--- src/rtl/stopwatch_ctrl.sv ---
// -----------------------------------------------------------------------------
// stopwatch_ctrl
// Button front end and mode/run controller for the stopwatch datapath.
// Three raw buttons are synchronized, debounced and edge-detected. The
// resulting press events drive a small IDLE/RUN/PAUSE state machine that
// emits single-cycle command pulses to the datapath. Holding lap long
// enough issues a reset.
//
// Ports:
//   clk           system clock (1 kHz, shared with the datapath)
//   rst           asynchronous active-high reset
//   btn_mode      raw mode button (async, bouncy)
//   btn_ss        raw start/stop button (async, bouncy)
//   btn_lap       raw lap/reset button (async, bouncy)
//   sw_mode       1 = stopwatch mode active
//   start_stop_p  one-cycle start/stop command
//   lap_p         one-cycle lap command
//   reset_p       one-cycle reset command
//   state         00 IDLE, 01 RUN, 10 PAUSE
// -----------------------------------------------------------------------------
module stopwatch_ctrl #(
    parameter int DEBOUNCE_CYC = 20,
    parameter int LONG_CYC     = 1000
) (
    input  logic       clk,
    input  logic       rst,
    input  logic       btn_mode,
    input  logic       btn_ss,
    input  logic       btn_lap,
    output logic       sw_mode,
    output logic       start_stop_p,
    output logic       lap_p,
    output logic       reset_p,
    output logic [1:0] state
);

    typedef enum logic [1:0] {
        IDLE  = 2'b00,
        RUN   = 2'b01,
        PAUSE = 2'b10,
        BAD   = 2'b11
    } state_t;

    // Button index within the packed vectors below
    localparam int BTN_MODE = 0;
    localparam int BTN_SS   = 1;
    localparam int BTN_LAP  = 2;

    localparam int DCW = $clog2(DEBOUNCE_CYC + 1);
    localparam int LCW = $clog2(LONG_CYC + 1);
    localparam logic [DCW-1:0] DB_MAX    = DCW'(DEBOUNCE_CYC - 1);
    localparam logic [LCW-1:0] LONG_MAX  = LCW'(LONG_CYC - 1);
    localparam logic [LCW-1:0] LONG_SAT  = LCW'(LONG_CYC);

    logic [2:0]     w_raw;
    logic [2:0]     r_sync1;
    logic [2:0]     r_sync2;
    logic [2:0]     r_db;
    logic [2:0]     r_dbPrev;
    logic [DCW-1:0] r_dbCnt [3];
    logic [LCW-1:0] r_longCnt;
    logic [2:0]     w_press;
    logic           w_longFire;

    state_t r_state;
    logic   r_swMode;
    logic   r_ssP;
    logic   r_lapP;
    logic   r_rstP;

    assign w_raw = {btn_lap, btn_ss, btn_mode};

    // Two-flop synchronizer on every raw button
    always_ff @(posedge clk or posedge rst) begin
        if (rst) begin
            r_sync1 <= '0;
            r_sync2 <= '0;
        end else begin
            r_sync1 <= w_raw;
            r_sync2 <= r_sync1;
        end
    end

    // Debounce: a new level is accepted only after it has differed from the
    // debounced level for DEBOUNCE_CYC consecutive cycles; any return to the
    // old level restarts the count.
    always_ff @(posedge clk or posedge rst) begin
        if (rst) begin
            r_db     <= '0;
            r_dbPrev <= '0;
            for (int i = 0; i < 3; i++) begin
                r_dbCnt[i] <= '0;
            end
        end else begin
            r_dbPrev <= r_db;
            for (int i = 0; i < 3; i++) begin
                if (r_sync2[i] == r_db[i]) begin
                    r_dbCnt[i] <= '0;
                end else if (r_dbCnt[i] == DB_MAX) begin
                    r_db[i]    <= r_sync2[i];
                    r_dbCnt[i] <= '0;
                end else begin
                    r_dbCnt[i] <= r_dbCnt[i] + 1'b1;
                end
            end
        end
    end

    // Press events are rising edges of the debounced level only
    assign w_press = r_db & ~r_dbPrev;

    // Long-press timer: counts while lap is held in stopwatch mode and parks
    // one past the firing value, so a single hold fires exactly once.
    always_ff @(posedge clk or posedge rst) begin
        if (rst) begin
            r_longCnt <= '0;
        end else if (!r_db[BTN_LAP] || !r_swMode) begin
            r_longCnt <= '0;
        end else if (r_longCnt != LONG_SAT) begin
            r_longCnt <= r_longCnt + 1'b1;
        end
    end

    assign w_longFire = r_db[BTN_LAP] && r_swMode && (r_longCnt == LONG_MAX);

    // Controller: mode press beats everything; otherwise long-press reset >
    // start/stop > lap, with losing events simply dropped. Pulses default low
    // each cycle so none can stretch over two cycles.
    always_ff @(posedge clk or posedge rst) begin
        if (rst) begin
            r_state  <= IDLE;
            r_swMode <= 1'b0;
            r_ssP    <= 1'b0;
            r_lapP   <= 1'b0;
            r_rstP   <= 1'b0;
        end else begin
            r_ssP  <= 1'b0;
            r_lapP <= 1'b0;
            r_rstP <= 1'b0;
            if (w_press[BTN_MODE]) begin
                r_swMode <= ~r_swMode;
                if (r_swMode) begin
                    r_state <= IDLE;
                end
            end else if (!r_swMode) begin
                r_state <= IDLE;
            end else if (r_state == BAD) begin
                r_state <= IDLE;
            end else if (w_longFire) begin
                r_rstP  <= 1'b1;
                r_state <= IDLE;
            end else if (w_press[BTN_SS]) begin
                r_ssP <= 1'b1;
                case (r_state)
                    RUN:     r_state <= PAUSE;
                    default: r_state <= RUN;
                endcase
            end else if (w_press[BTN_LAP]) begin
                case (r_state)
                    RUN: begin
                        r_lapP <= 1'b1;
                    end
                    PAUSE: begin
                        r_rstP  <= 1'b1;
                        r_state <= IDLE;
                    end
                    default: begin
                        r_state <= r_state;
                    end
                endcase
            end
        end
    end

    assign sw_mode      = r_swMode;
    assign start_stop_p = r_ssP;
    assign lap_p        = r_lapP;
    assign reset_p      = r_rstP;
    assign state        = r_state;

endmodule
--- config.mk ---
export PLATFORM = sky130hd
export DESIGN_NAME = stopwatch_ctrl
export DESIGN_NICKNAME = d
export VERILOG_FILES = /design/src/rtl/stopwatch_ctrl.sv
export SDC_FILE = /design/constraint.sdc
export NUM_CORES = 1
export LEC_CHECK = 0
export ABC_AREA = 1
export BUFFER_PORTS_ARGS = -buffer_cell sky130_fd_sc_hd__buf_2
export CORE_MARGIN = 2
export CORE_UTILIZATION = 40
export DETAILED_ROUTE_END_ITERATION = 10
export MAX_ROUTING_LAYER = met4
export PLACE_DENSITY_LB_ADDON = 0.12
export SLEW_MARGIN = 20
export SYNTH_ARGS = -nofsm -noshare
export SYNTH_HDL_FRONTEND = slang
export SYNTH_SLANG_ARGS = --single-unit
--- constraint.sdc ---
create_clock -name clk -period 1.21 [get_ports clk]
set_clock_uncertainty 0.15 [all_clocks]
set_input_delay 0.0605 -clock clk [delete_from_list [all_inputs] [get_ports clk]]
set_output_delay 0.0605 -clock clk [all_outputs]
set_load 0.03 [all_outputs]
==> run summary, run 1 <==
The flow ran to the end, but the final reports show violations. The final reports fail on negative setup slack. The number of global-route vias before repair is 1441. The total cell area at the placement stage is 2290 um2. The worst setup path is captured at a flop. The number of remaining DRC errors is 0. TritonCTS built the clock tree.

The count of warnings emitted by yosys came out at 0. The timing endpoint of the critical path is r_longCnt[2]. In this run the power density over the cells is 939 nW/um2. The synthesized net count came out at 206. Ranked by instance count, the synthesized netlist is headed by sky130_fd_sc_hd__dfrtp_1, sky130_fd_sc_hd__nor2_1, sky130_fd_sc_hd__nand2_1. The number of nets at the end of the flow came out at 270.

The startpoint of the worst-slack reg-to-reg timing path is r_longCnt[0]. The number of standard-cell rows in the floorplan came out at 24. Port buffering added 10 buffers. The critical path is of the reg -> reg type. The post-layout instance area came out at 2770 um2. The headroom to the max-slew limit is 82.0%. The via count came out at 1507. The area added between synthesis and finish is 47.5%. The number of enable-type register cells in the synthesized netlist came out at 0. The launch point of the worst path is r_longCnt[0]. The CTS sink count came out at 43. At the end of routability-driven placement, the weighted congestion stood at roughly 0.84.

The most used flip-flop cell after synthesis is sky130_fd_sc_hd__dfrtp_1. The highest clock rate came out at 0.694 GHz. The initial antenna violation count came out at 0. Entering global routing, the biggest net connects 26 pins.

The accumulated negative setup slack came out at -2190 ps. For flop-to-flop paths, the worst setup slack is -230 ps. The residual antenna-violating net count after detailed routing is 0.

The path class of the tightest hold or removal check is in -> async. The worst setup path is launched from a flop. Across the VDD grid, the largest voltage drop is 776 uV. The share of synthesized area occupied by flip-flops and latches came out at 57.4%. The total congestion overflow is 0. Setup repair after global routing could not meet its margin everywhere.

The core area is between 4000 and 5000 um2. The summed instance area of the synthesized netlist came out at 1870 um2. The routed design has 3.73 mm of wire. The count of pins over their slew limit came out at 0. The height of the chip is between 70 and 80 um. The share of the core filled with cells in the final layout is between 60 and 70%.

The maximum root-to-sink buffer count is 2. The largest total area in the synthesized netlist belongs to sky130_fd_sc_hd__dfrtp_1. CTS placed an instance of sky130_fd_sc_hd__clkbuf_8 at the clock tree root. The share of the cycle needed by the critical path after routing is 119%. The combined global-route utilization of all metal layers is 15.4%. The share of the synthesized area in the top cell type came out at 57.4%. The initial cell density of the core is 42.2%. Detailed placement ended at an HPWL of 2.53 mm. The mean area per synthesized cell came out at around 9.6 um2. The actual transition at the worst max-transition pin is 269 ps. In the final layout, the share of cells above drive strength 1 is approximately 47%. The required time at the endpoint of the critical path came out at between 1000 and 1500 ps. At the later pin of the worst-skew pair, clock insertion delay measures approximately 300 ps. After detailed routing, the average wire length per cell comes to 11.9 um.

The final-report setup violation count is 16. The total power after layout is 2.60 mW. The final-report hold violation count came out at 0.

In this run the worst path has a maximum fanout of 4. The CTS buffer count came out at 5. The clock edge transition at the registers on the reported setup and hold paths came out at 80 ps. The first routing iteration left 65 violations. The cell count after synthesis came out at 196.

The number of H-tree levels is 2. The count of maximum capacitance violations came out at 0. In the post-synthesis netlist, the cell with the most instances is sky130_fd_sc_hd__dfrtp_1. The end of the worst register-to-register path is r_longCnt[2].

Hold timing on the final database bottoms out at a slack of 101 ps. The iteration count of the initial detailed-routing pass is 4. The shortest period the worst path allows is 1440 ps.

The netlist uses 23 different library cells. The number of placed I/O pins came out at 11. The cell depth of the worst flop-to-flop path is 9.

Data arrives at the worst endpoint at roughly 1500 ps. The horizontal extent of the die came out at around 72 um. The number of antenna diodes came out at 0. The detailed-route vias per instance came out at 4.81. The first global-routing pass estimated between 6 and 7 mm of wire. The register bit total from synthesis is 43. By area the synthesized netlist is led by sky130_fd_sc_hd__dfrtp_1, sky130_fd_sc_hd__nor2_1, sky130_fd_sc_hd__nand2_1. The leakage component of the power came out at 1.27 nW.

The overall die area is 5250 um2. The fraction of registers with async set/reset came out at 100%. The worst path setup slack after routing is -232 ps.
critical path, cell delays in order, from the launching register on:
cell                      delay (ps)
sky130_fd_sc_hd__dfrtp_2         450
sky130_fd_sc_hd__inv_2            90
sky130_fd_sc_hd__ha_4            130
sky130_fd_sc_hd__nand3_2          70
sky130_fd_sc_hd__nor2_2          130
sky130_fd_sc_hd__nand2_2         100
sky130_fd_sc_hd__nand2_1          70
sky130_fd_sc_hd__nand2_1          50
sky130_fd_sc_hd__nand3_1          60
sky130_fd_sc_hd__inv_1            40
cell usage in the layout, fill, tap and decap left out, types with 9 or more instances in the layout:
master and count:
sky130_fd_sc_hd__buf_2 9, sky130_fd_sc_hd__buf_4 37, sky130_fd_sc_hd__dfrtp_1 39, sky130_fd_sc_hd__inv_1 20
sky130_fd_sc_hd__nand2_1 23, sky130_fd_sc_hd__nand3_1 10, sky130_fd_sc_hd__nand3_2 10, sky130_fd_sc_hd__nor2_1 24
sky130_fd_sc_hd__nor2_2 10
through the flow:
| step | instances | setup slack, ps |
|---|---|---|
| finish | 313 | -232 |
| global route | 313 | -283 |
| CTS | 308 | -240 |
| detailed placement | 290 | -245 |
| global placement | 290 | -181 |
| floorplan | 196 | -115 |
worst min-delay path by stage:
stage / depth (start not counted) / endpoint / start / slack (ps)
global route: 3 / r_dbPrev[2] / rst / 130
global placement: 2 / r_sync1[2] / rst / -130
finish: 3 / r_sync1[2] / rst / 100
detailed placement: 2 / r_sync2[2] / rst / -120
floorplan: 1 / lap_p / rst / -90
CTS: 3 / r_sync1[2] / rst / 110
state kept, by name, summed over array words and instances, names as in the netlist:
name	cells
r_dbPrev	3
sw_mode	1
r_db	3
lap_p	1
r_sync1	3
r_sync2	3
state	2
reset_p	1
start_stop_p	1
r_longCnt	10
r_dbCnt	15
layer usage:
| metal | GRT usage, % | part of all wire, % |
|---|---|---|
| met4 | 6.58 | 1.5 |
| met5 | - | 0 |
| met1 | 17.6 | 43 |
| met3 | 5.00 | 2.4 |
| met2 | 25.0 | 53 |
cell families (layout without fill, tap and decap cells):
logic type,after synthesis,in the layout,share of synthesized area [%]
adder cells (fa/ha/maj),5,5,3.34
multiplexers,2,2,1.20
AND/OR/NAND/NOR,99,99,24.5
buffers and inverters,25,90,5.01
AO/OA/AOI/OAI,10,10,2.94
flip-flops,43,43,57.4
XOR/XNOR,12,12,5.61
what timing repair did:
action                     in CTS  in global routing
setup endpoints to repair      22                 28
gates resized for setup        15                 44
pin swaps                      11                 16
hold endpoints to repair       46                  0
buffers inserted                6                  6
hold buffers                    4                  0
layout make-up:
class	instances	area, um2
clock buffers	6	72.6
clock inverters	2	12.5
well taps	52	65.1
fillers	373	1680
multi-input cells	128	977
flip-flops and latches	43	1080
repair buffers	57	459
inverters	25	97.6
power by group:
part | internal (mW) | total (mW) | leakage [nW] | switching [mW]
clock network | 0.403 | 0.890 | 0.0412 | 0.487
logic | 0.110 | 0.208 | 0.654 | 0.0980
registers | 1.47 | 1.50 | 0.573 | 0.0286
Power figures use the tool's default switching activity.
==> run 2, diff against run 1 <==
--- a/config.mk
+++ b/config.mk
@@ -11,7 +11,7 @@
 export CORE_UTILIZATION = 40
 export DETAILED_ROUTE_END_ITERATION = 10
 export MAX_ROUTING_LAYER = met4
-export PLACE_DENSITY_LB_ADDON = 0.12
+export PLACE_DENSITY = 0.63
 export SLEW_MARGIN = 20
 export SYNTH_ARGS = -nofsm -noshare
 export SYNTH_HDL_FRONTEND = slang
==> run 2 against run 1 <==
Effect of this change: the run still ends with negative setup slack left; first-iteration DRC count decreased by 26%; critical path depth stayed put; core utilization rose by 0.20 points; clock power rose by 11%; final area grew 0.32%; critical path type unchanged; cell count shrank 2.2%; clock-buffer cell count rose by 1; combinational power about the same; worst hold slack improved by 100 ps; sequential cell count stayed put; sequential power barely moved; total power is 3.8% higher.
==> run summary, run 2 (same netlist as run 1, synthesis figures left out) <==
The run finished, with violations left. The number of nets at the end of the flow is 263 (-2.6%). The highest clock rate is 0.682 GHz (-1.6%).

The final-report hold violation count came out at 0 (unchanged). The buffer and inverter count on the worst path is 2 (unchanged). Leaving out fill and tap cells, the most frequent cell in the layout is sky130_fd_sc_hd__dfrtp_1.

The total wire length after detailed routing is 3.64 mm (-2.6%). The number of global-route vias before repair came out at 1340 (-7.0%). The clock edge transition at the registers on the reported setup and hold paths came out at 80 ps (about the same). The area added between synthesis and finish came out at 48.0%. The initial cell density of the core is 42.2% (unchanged). The number of placed I/O pins is 11 (unchanged). The post-detailed-placement half-perimeter wirelength came out at 2.29 mm (-9.4%). The maximum number of pins on one net before global-route repair came out at 44 (+69%).

The flip-flop count of the largest register after layout is 15 (unchanged). In this design, the largest share of critical-path delay is due to simple AND/OR/NAND/NOR gates. The largest registers in the layout are r_dbCnt x15, r_longCnt x10. The post-route worst hold slack is 201 ps (+99.7 ps). The required time at the endpoint of the critical path is 1250 ps (about the same).

The horizontal extent of the die came out at 72.5 um (unchanged). The total cell area at the placement stage came out at 2300 um2 (+0.66%). The overall die area came to 5250 um2 (unchanged).

The number of buffers added on ports is 10 (unchanged). The total power per unit cell area was 972 nW/um2 (+3.5%). The initial antenna violation count came out at 0 (unchanged). The total power after layout came out at 2.70 mW (+3.8%). The core area came out at 4440 um2 (unchanged). The kind of launch point of the worst setup path is a flop. The count of maximum capacitance violations is 0 (unchanged).

The leakage component of the power is 1.27 nW (+0.22%). The detailed-route vias per instance came out at 4.80 (-0.22%). The signal on the critical path passes through inv_2 -> ha_4 -> nand3_2 -> nor2_4 -> nand2_4 -> nand2_1 -> nand2_1 -> nand3_1 -> inv_1.

The first-pass GRT wire length came to 5.95 mm (-1.7%). The total of fill cells in the finished design came out at 349 (-6.4%). The largest fanout of any net on the critical path came to 4 (unchanged). The actual transition at the worst max-transition pin is 250 ps (-19.1 ps). Clock tree synthesis selected as its root buffer the cell sky130_fd_sc_hd__clkbuf_8.

The accumulated negative setup slack is -2220 ps (-33.6 ps). The arrival time at the worst endpoint is 1510 ps (+20 ps). The iteration count of the initial detailed-routing pass came to 4 (unchanged).

The shortest period the worst path allows was 1470 ps (+23.5 ps). In the layout the commonest cells are sky130_fd_sc_hd__dfrtp_1, sky130_fd_sc_hd__buf_4, sky130_fd_sc_hd__nor2_1. The register-to-register setup slack was -260 ps (-20 ps). The worst setup path is captured at a flop. The share of the core filled with cells in the final layout was 62.4% (+0.20 points). The number of remaining DRC errors is 0 (unchanged). The TritonCTS clock tree is done. The detail-routed net length per standard cell came out at 11.9 um (-0.40%). The final-report setup violation count is 18 (+2). The final reports fail on negative setup slack.

The largest vdd supply drop is 712 uV (-8.2%). The fraction of final layout cells sized beyond drive strength 1 came out at 45.3% (-1.5 points). The post-layout instance area is 2770 um2 (+0.32%). The number of standard-cell rows in the floorplan came out at 24 (unchanged).

The number of cells in the design after placement is 292 (+0.69%). The number of H-tree levels was 2 (unchanged). The DRC violation total after the first TritonRoute iteration came out at 48 (-26%). The largest individual stage delay along the critical path comes from the cell sky130_fd_sc_hd__dfrtp_2. The number of antenna diodes is 0 (unchanged). The worst path setup slack after routing is -255 ps (-23.5 ps). The final non-filler cell total was 306 (-2.2%). The headroom to the max-slew limit came to 83.3% (+1.3 points). The worst slack at placement was -221 ps (+23.7 ps).

The combined global-route utilization of all metal layers is 15.1% (-0.28 points). The path class of the tightest hold or removal check is reg -> reg. The height of the chip is 72.5 um (unchanged). The maximum root-to-sink buffer count is 2 (unchanged). The global placer's final weighted congestion is 0.824 (-1.6%). The CTS sink count is 43 (unchanged). The share of the cycle needed by the critical path after routing is 121% (+1.9 points).

The via count came to 1470 (-2.5%). The CTS buffer count is 5 (unchanged). Among the stages of the critical path, the cell type that occurs most often is sky130_fd_sc_hd__nand2_1. The top register by number of flip-flops is r_dbCnt. The kind of critical path is reg -> reg. Setup repair after global routing could not meet its margin everywhere. The worst stage delay on the critical path is 460 ps (about the same). The count of pins over their slew limit came out at 0 (unchanged).

The residual antenna-violating net count after detailed routing was 0 (unchanged). The total congestion overflow is 0 (unchanged). The clock network latency to the later pin of the worst-skew pair came to 290 ps (about the same).
-- run 2: worst register-to-register path: stages, from the launching register on --
cell and delay [ps]:
sky130_fd_sc_hd__dfrtp_2 460, sky130_fd_sc_hd__inv_2 90, sky130_fd_sc_hd__ha_4 120, sky130_fd_sc_hd__nand3_2 80, sky130_fd_sc_hd__nor2_4 120, sky130_fd_sc_hd__nand2_4 70, sky130_fd_sc_hd__nand2_1 90, sky130_fd_sc_hd__nand2_1 60
sky130_fd_sc_hd__nand3_1 80, sky130_fd_sc_hd__inv_1 40
-- run 2: where the power goes --
part | switching (mW) | internal, mW | total [mW]
clock network | 0.471 | 0.519 | 0.990
registers | 0.0294 | 1.47 | 1.50
logic | 0.0993 | 0.107 | 0.207
total | 0.600 | 2.10 | 2.70
-- run 2: final cells by class --
type	instances	area, um2	area share (%)
well taps	52	65.1	2.35
repair buffers	50	412	14.8
clock inverters	1	7.51	0.271
clock buffers	7	96.3	3.47
flip-flops and latches	43	1080	38.9
multi-input cells	128	1020	36.6
inverters	25	97.6	3.52
-- run 2: routing by layer --
layer | global-route usage (%) | share of wire [%]
met5 | - | 0
met4 | 5.56 | 1.6
met3 | 4.58 | 2.8
met2 | 21.8 | 51
met1 | 20.3 | 44
-- run 2: path summary, 6_finish.rpt --
check                              from      endpoint  cells past startpoint
hold reg to reg              r_sync1[1]    r_sync2[1]                      0
setup / recovery           r_longCnt[0]  r_longCnt[2]                      9
setup reg to reg           r_longCnt[0]  r_longCnt[2]                      9
hold / removal               r_sync1[1]    r_sync2[1]                      0
min in group asynchronous           rst   r_dbCnt[11]                      4
max in group asynchronous           rst  r_longCnt[1]                      4
-- run 2: what timing repair did --
item,4_1_cts,5_1_grt
hold endpoints to repair,46,0
pin swaps,12,16
endpoints found under the setup margin,24,29
cloned,0,0
hold buffers,4,0
resized for setup,25,44
setup buffers,2,1
==> run 3, diff against run 2 <==
--- a/config.mk
+++ b/config.mk
@@ -8,11 +8,13 @@
 export ABC_AREA = 1
 export BUFFER_PORTS_ARGS = -buffer_cell sky130_fd_sc_hd__buf_2
 export CORE_MARGIN = 2
-export CORE_UTILIZATION = 40
+export CORE_UTILIZATION = 52
 export DETAILED_ROUTE_END_ITERATION = 10
 export MAX_ROUTING_LAYER = met4
-export PLACE_DENSITY = 0.63
+export PLACE_DENSITY = 0.77
+export RECOVER_POWER = 100
 export SLEW_MARGIN = 20
 export SYNTH_ARGS = -nofsm -noshare
 export SYNTH_HDL_FRONTEND = slang
 export SYNTH_SLANG_ARGS = --single-unit
+export TNS_END_PERCENT = 1
==> run 3 against run 2 <==
Effect of this change: setup slack got worse by 15 ps; total power grew 2.1%; critical path type unchanged; sequential cell count unchanged; highest routed layer unchanged; the flow still finishes with violations (negative setup slack); sequential share of layout area increased by 2.0 points.
==> run summary, run 3 (same netlist as run 1, synthesis figures left out) <==
The leakage component of the power is 1.24 nW (-2.8%). The final-report hold violation count was 0 (unchanged). The hold path depth is 2 (+2). The register-to-register setup slack was -270 ps (about the same).

The accumulated negative setup slack came to -2920 ps (-696 ps). The number of H-tree levels came to 2 (unchanged). The core area came out at 3390 um2 (-24%). The number of buffers added on ports is 10 (unchanged). The iteration count of the initial detailed-routing pass came out at 4 (unchanged). The cell at the root of the clock tree is sky130_fd_sc_hd__clkbuf_4. The number of placed I/O pins was 11 (unchanged). The end of the worst register-to-register path is r_longCnt[2]. The maximum root-to-sink buffer count is 2 (unchanged). The area taken by multi-input logic gates is 910 um2 (-10%). The run finished, with violations left. The post-layout instance area came out at 2640 um2 (-4.8%).

The number of nets at the end of the flow came out at 266 (+1.1%). The post-route worst hold slack is 213 ps (+12.5 ps). The shortest period the worst path allows is 1480 ps (+14.8 ps). The largest fanout of any net on the critical path is 4 (unchanged). The worst hold endpoint is r_sync1[1].

The highest clock rate was 0.676 GHz (-1.0%). The top register by number of flip-flops is r_dbCnt. The overall die area is 4100 um2 (-22%). The post-detailed-placement half-perimeter wirelength was 2.45 mm (+6.9%). The maximum number of pins on one net before global-route repair came out at 44 (unchanged). The count of pins over their slew limit came out at 0 (unchanged). The worst setup path is launched from a flop. The total area of sequential cells is 1080 um2 (unchanged). The actual transition at the worst max-transition pin came to 578 ps (+328 ps). The area growth from synthesis to layout is 40.9%. The total cell area at the placement stage is 2240 um2 (-2.5%). The detail-routed net length per standard cell came out at 13.3 um (+12%). The first-pass GRT wire length came out at 6.49 mm (+9.0%). The combined global-route utilization of all metal layers is 21.5% (+6.4 points). The largest registers in the layout are r_dbCnt x15, r_longCnt x10.

The final reports fail on negative setup slack. The number of remaining DRC errors came out at 0 (unchanged). The via count is 1509 (+2.7%). The total wire length after detailed routing is 4.04 mm (+11%).

STA classifies the critical path endpoint as a flop. The flip-flop count of the largest register after layout came out at 15 (unchanged). The initial antenna violation count came out at 0 (unchanged). The final non-filler cell total is 303 (-0.98%). The horizontal extent of the die is 64.0 um (-12%). The number of global-route vias before repair is 1496 (+12%). The height of the chip is 64.0 um (-12%).

The kind of critical path is reg -> reg. The residual antenna-violating net count after detailed routing came out at 0 (unchanged). The total power after layout is 2.75 mW (+2.1%). The total of fill cells in the finished design came out at 219 (-37%).

The worst path setup slack after routing came to -270 ps (-14.8 ps). The path class of the tightest hold or removal check is in -> reg. The clock network latency to the later pin of the worst-skew pair is 340 ps (+50 ps). The detailed-route vias per instance came out at 4.98 (+3.7%). The number of cells in the design after placement came out at 284 (-2.7%). The CTS sink count is 43 (unchanged).

The initial cell density of the core came out at 55.3% (+13 points). Leaving out fill and tap cells, the most frequent cell in the layout is sky130_fd_sc_hd__dfrtp_1. The CTS buffer count is 5 (unchanged). The total congestion overflow is 0 (unchanged).

The share of the cycle needed by the critical path after routing came out at 122% (+1.2 points). The launch instance of the worst min-delay path is btn_ss. The global placer's final weighted congestion was 0.890 (+7.9%). The total power per unit cell area is 1040 nW/um2 (+7.2%). The clock edge transition at the registers on the reported setup and hold paths was 120 ps (+40 ps). The fraction of final layout cells sized beyond drive strength 1 came out at 43.2% (-2.1 points). Setup repair after global routing could not meet its margin everywhere. The final-report setup violation count is 20 (+2). The required time at the endpoint of the critical path came out at 1320 ps (+70 ps). The DRC violation total after the first TritonRoute iteration came to 95 (+98%). The count of maximum capacitance violations is 0 (unchanged). The largest vdd supply drop is 898 uV (+26%). The number of standard-cell rows in the floorplan came out at 21 (-13%). The arrival time at the worst endpoint came out at 1590 ps (+80 ps).

The cell depth of the worst flop-to-flop path is 9 (unchanged). The top cell types in the final layout, fill and taps aside, are sky130_fd_sc_hd__dfrtp_1, sky130_fd_sc_hd__buf_4, sky130_fd_sc_hd__nor2_1. The headroom to the max-slew limit came out at 61.5% (-22 points). The TritonCTS clock tree is done. The number of antenna diodes came out at 0 (unchanged).

The startpoint of the worst-slack reg-to-reg timing path is r_longCnt[0].
## run 3: changes by cell type in the layout (fill, tap and decap cells not counted), moves of 4 or more
| cell | previous run | this run |
|---|---|---|
| sky130_fd_sc_hd__clkbuf_8 | 7 | 0 |
| sky130_fd_sc_hd__nor2_4 | 6 | 2 |
| sky130_fd_sc_hd__buf_4 | 28 | 35 |
| sky130_fd_sc_hd__clkbuf_4 | 0 | 6 |
| sky130_fd_sc_hd__nand3_2 | 4 | 8 |
| sky130_fd_sc_hd__buf_6 | 9 | 4 |
## run 3: critical path, stage by stage (launching register included)
cell                      delay (ps)
sky130_fd_sc_hd__dfrtp_2         470
sky130_fd_sc_hd__inv_2            90
sky130_fd_sc_hd__ha_4            150
sky130_fd_sc_hd__nand3_4          80
sky130_fd_sc_hd__nor2_4          120
sky130_fd_sc_hd__nand2_2          90
sky130_fd_sc_hd__nand2_2          90
sky130_fd_sc_hd__nand2_2          60
sky130_fd_sc_hd__nand3_2          70
sky130_fd_sc_hd__inv_2            30
## run 3: per-layer routing
metal	up-vias	track usage, %	share of wire (%)
met5	-	-	0
met4	0	8.15	1.7
met3	6	3.70	2.4
met2	27	37.9	54
met1	734	24.4	42
li1	742	-	-
## run 3: final cells by class
type	instances	area share (%)
Multi-Input combinational cell	128	34.4
Inverter	25	3.55
Clock inverter	2	2.27
Clock buffer	6	1.56
Sequential cell	43	40.9
Tap cell	46	2.18
Timing Repair Buffer	53	15.1
## run 3: report_power, final
group	switching, mW	leakage (nW)	internal, mW
clock	0.443	0.0525	0.645
sequential	0.0237	0.574	1.47
combinational	0.0895	0.609	0.0803
## run 3: worst max-delay path by stage
stage                 start  slack (ps)  depth (start not counted)           end
3_3_place_gp   r_longCnt[1]        -170                          8      state[0]
4_1_cts        r_longCnt[1]        -230                          8      state[0]
2_1_floorplan  r_longCnt[0]        -120                          8      state[1]
6_report       r_longCnt[0]        -270                          9  r_longCnt[2]
3_5_place_dp   r_longCnt[1]        -220                          9  r_longCnt[2]
5_1_grt        r_longCnt[0]        -350                          9  r_longCnt[2]
## run 3: repair_timing
| action | CTS | global route |
|---|---|---|
| setup buffers | 5 | 3 |
| gates resized for setup | 21 | 40 |
| pin swaps | 8 | 13 |
| setup endpoints to repair | 27 | 35 |
| gates cloned | 0 | 0 |
| endpoints found under the hold margin | 46 | 0 |
| hold buffers | 4 | 0 |
## run 3: through the flow
step | util [%] | setup slack (ps)
detailed placement | 66.2 | -221
floorplan | - | -124
global route | 77.9 | -352
global placement | 66.2 | -168
CTS | 74.0 | -227
finish | 77.9 | -270
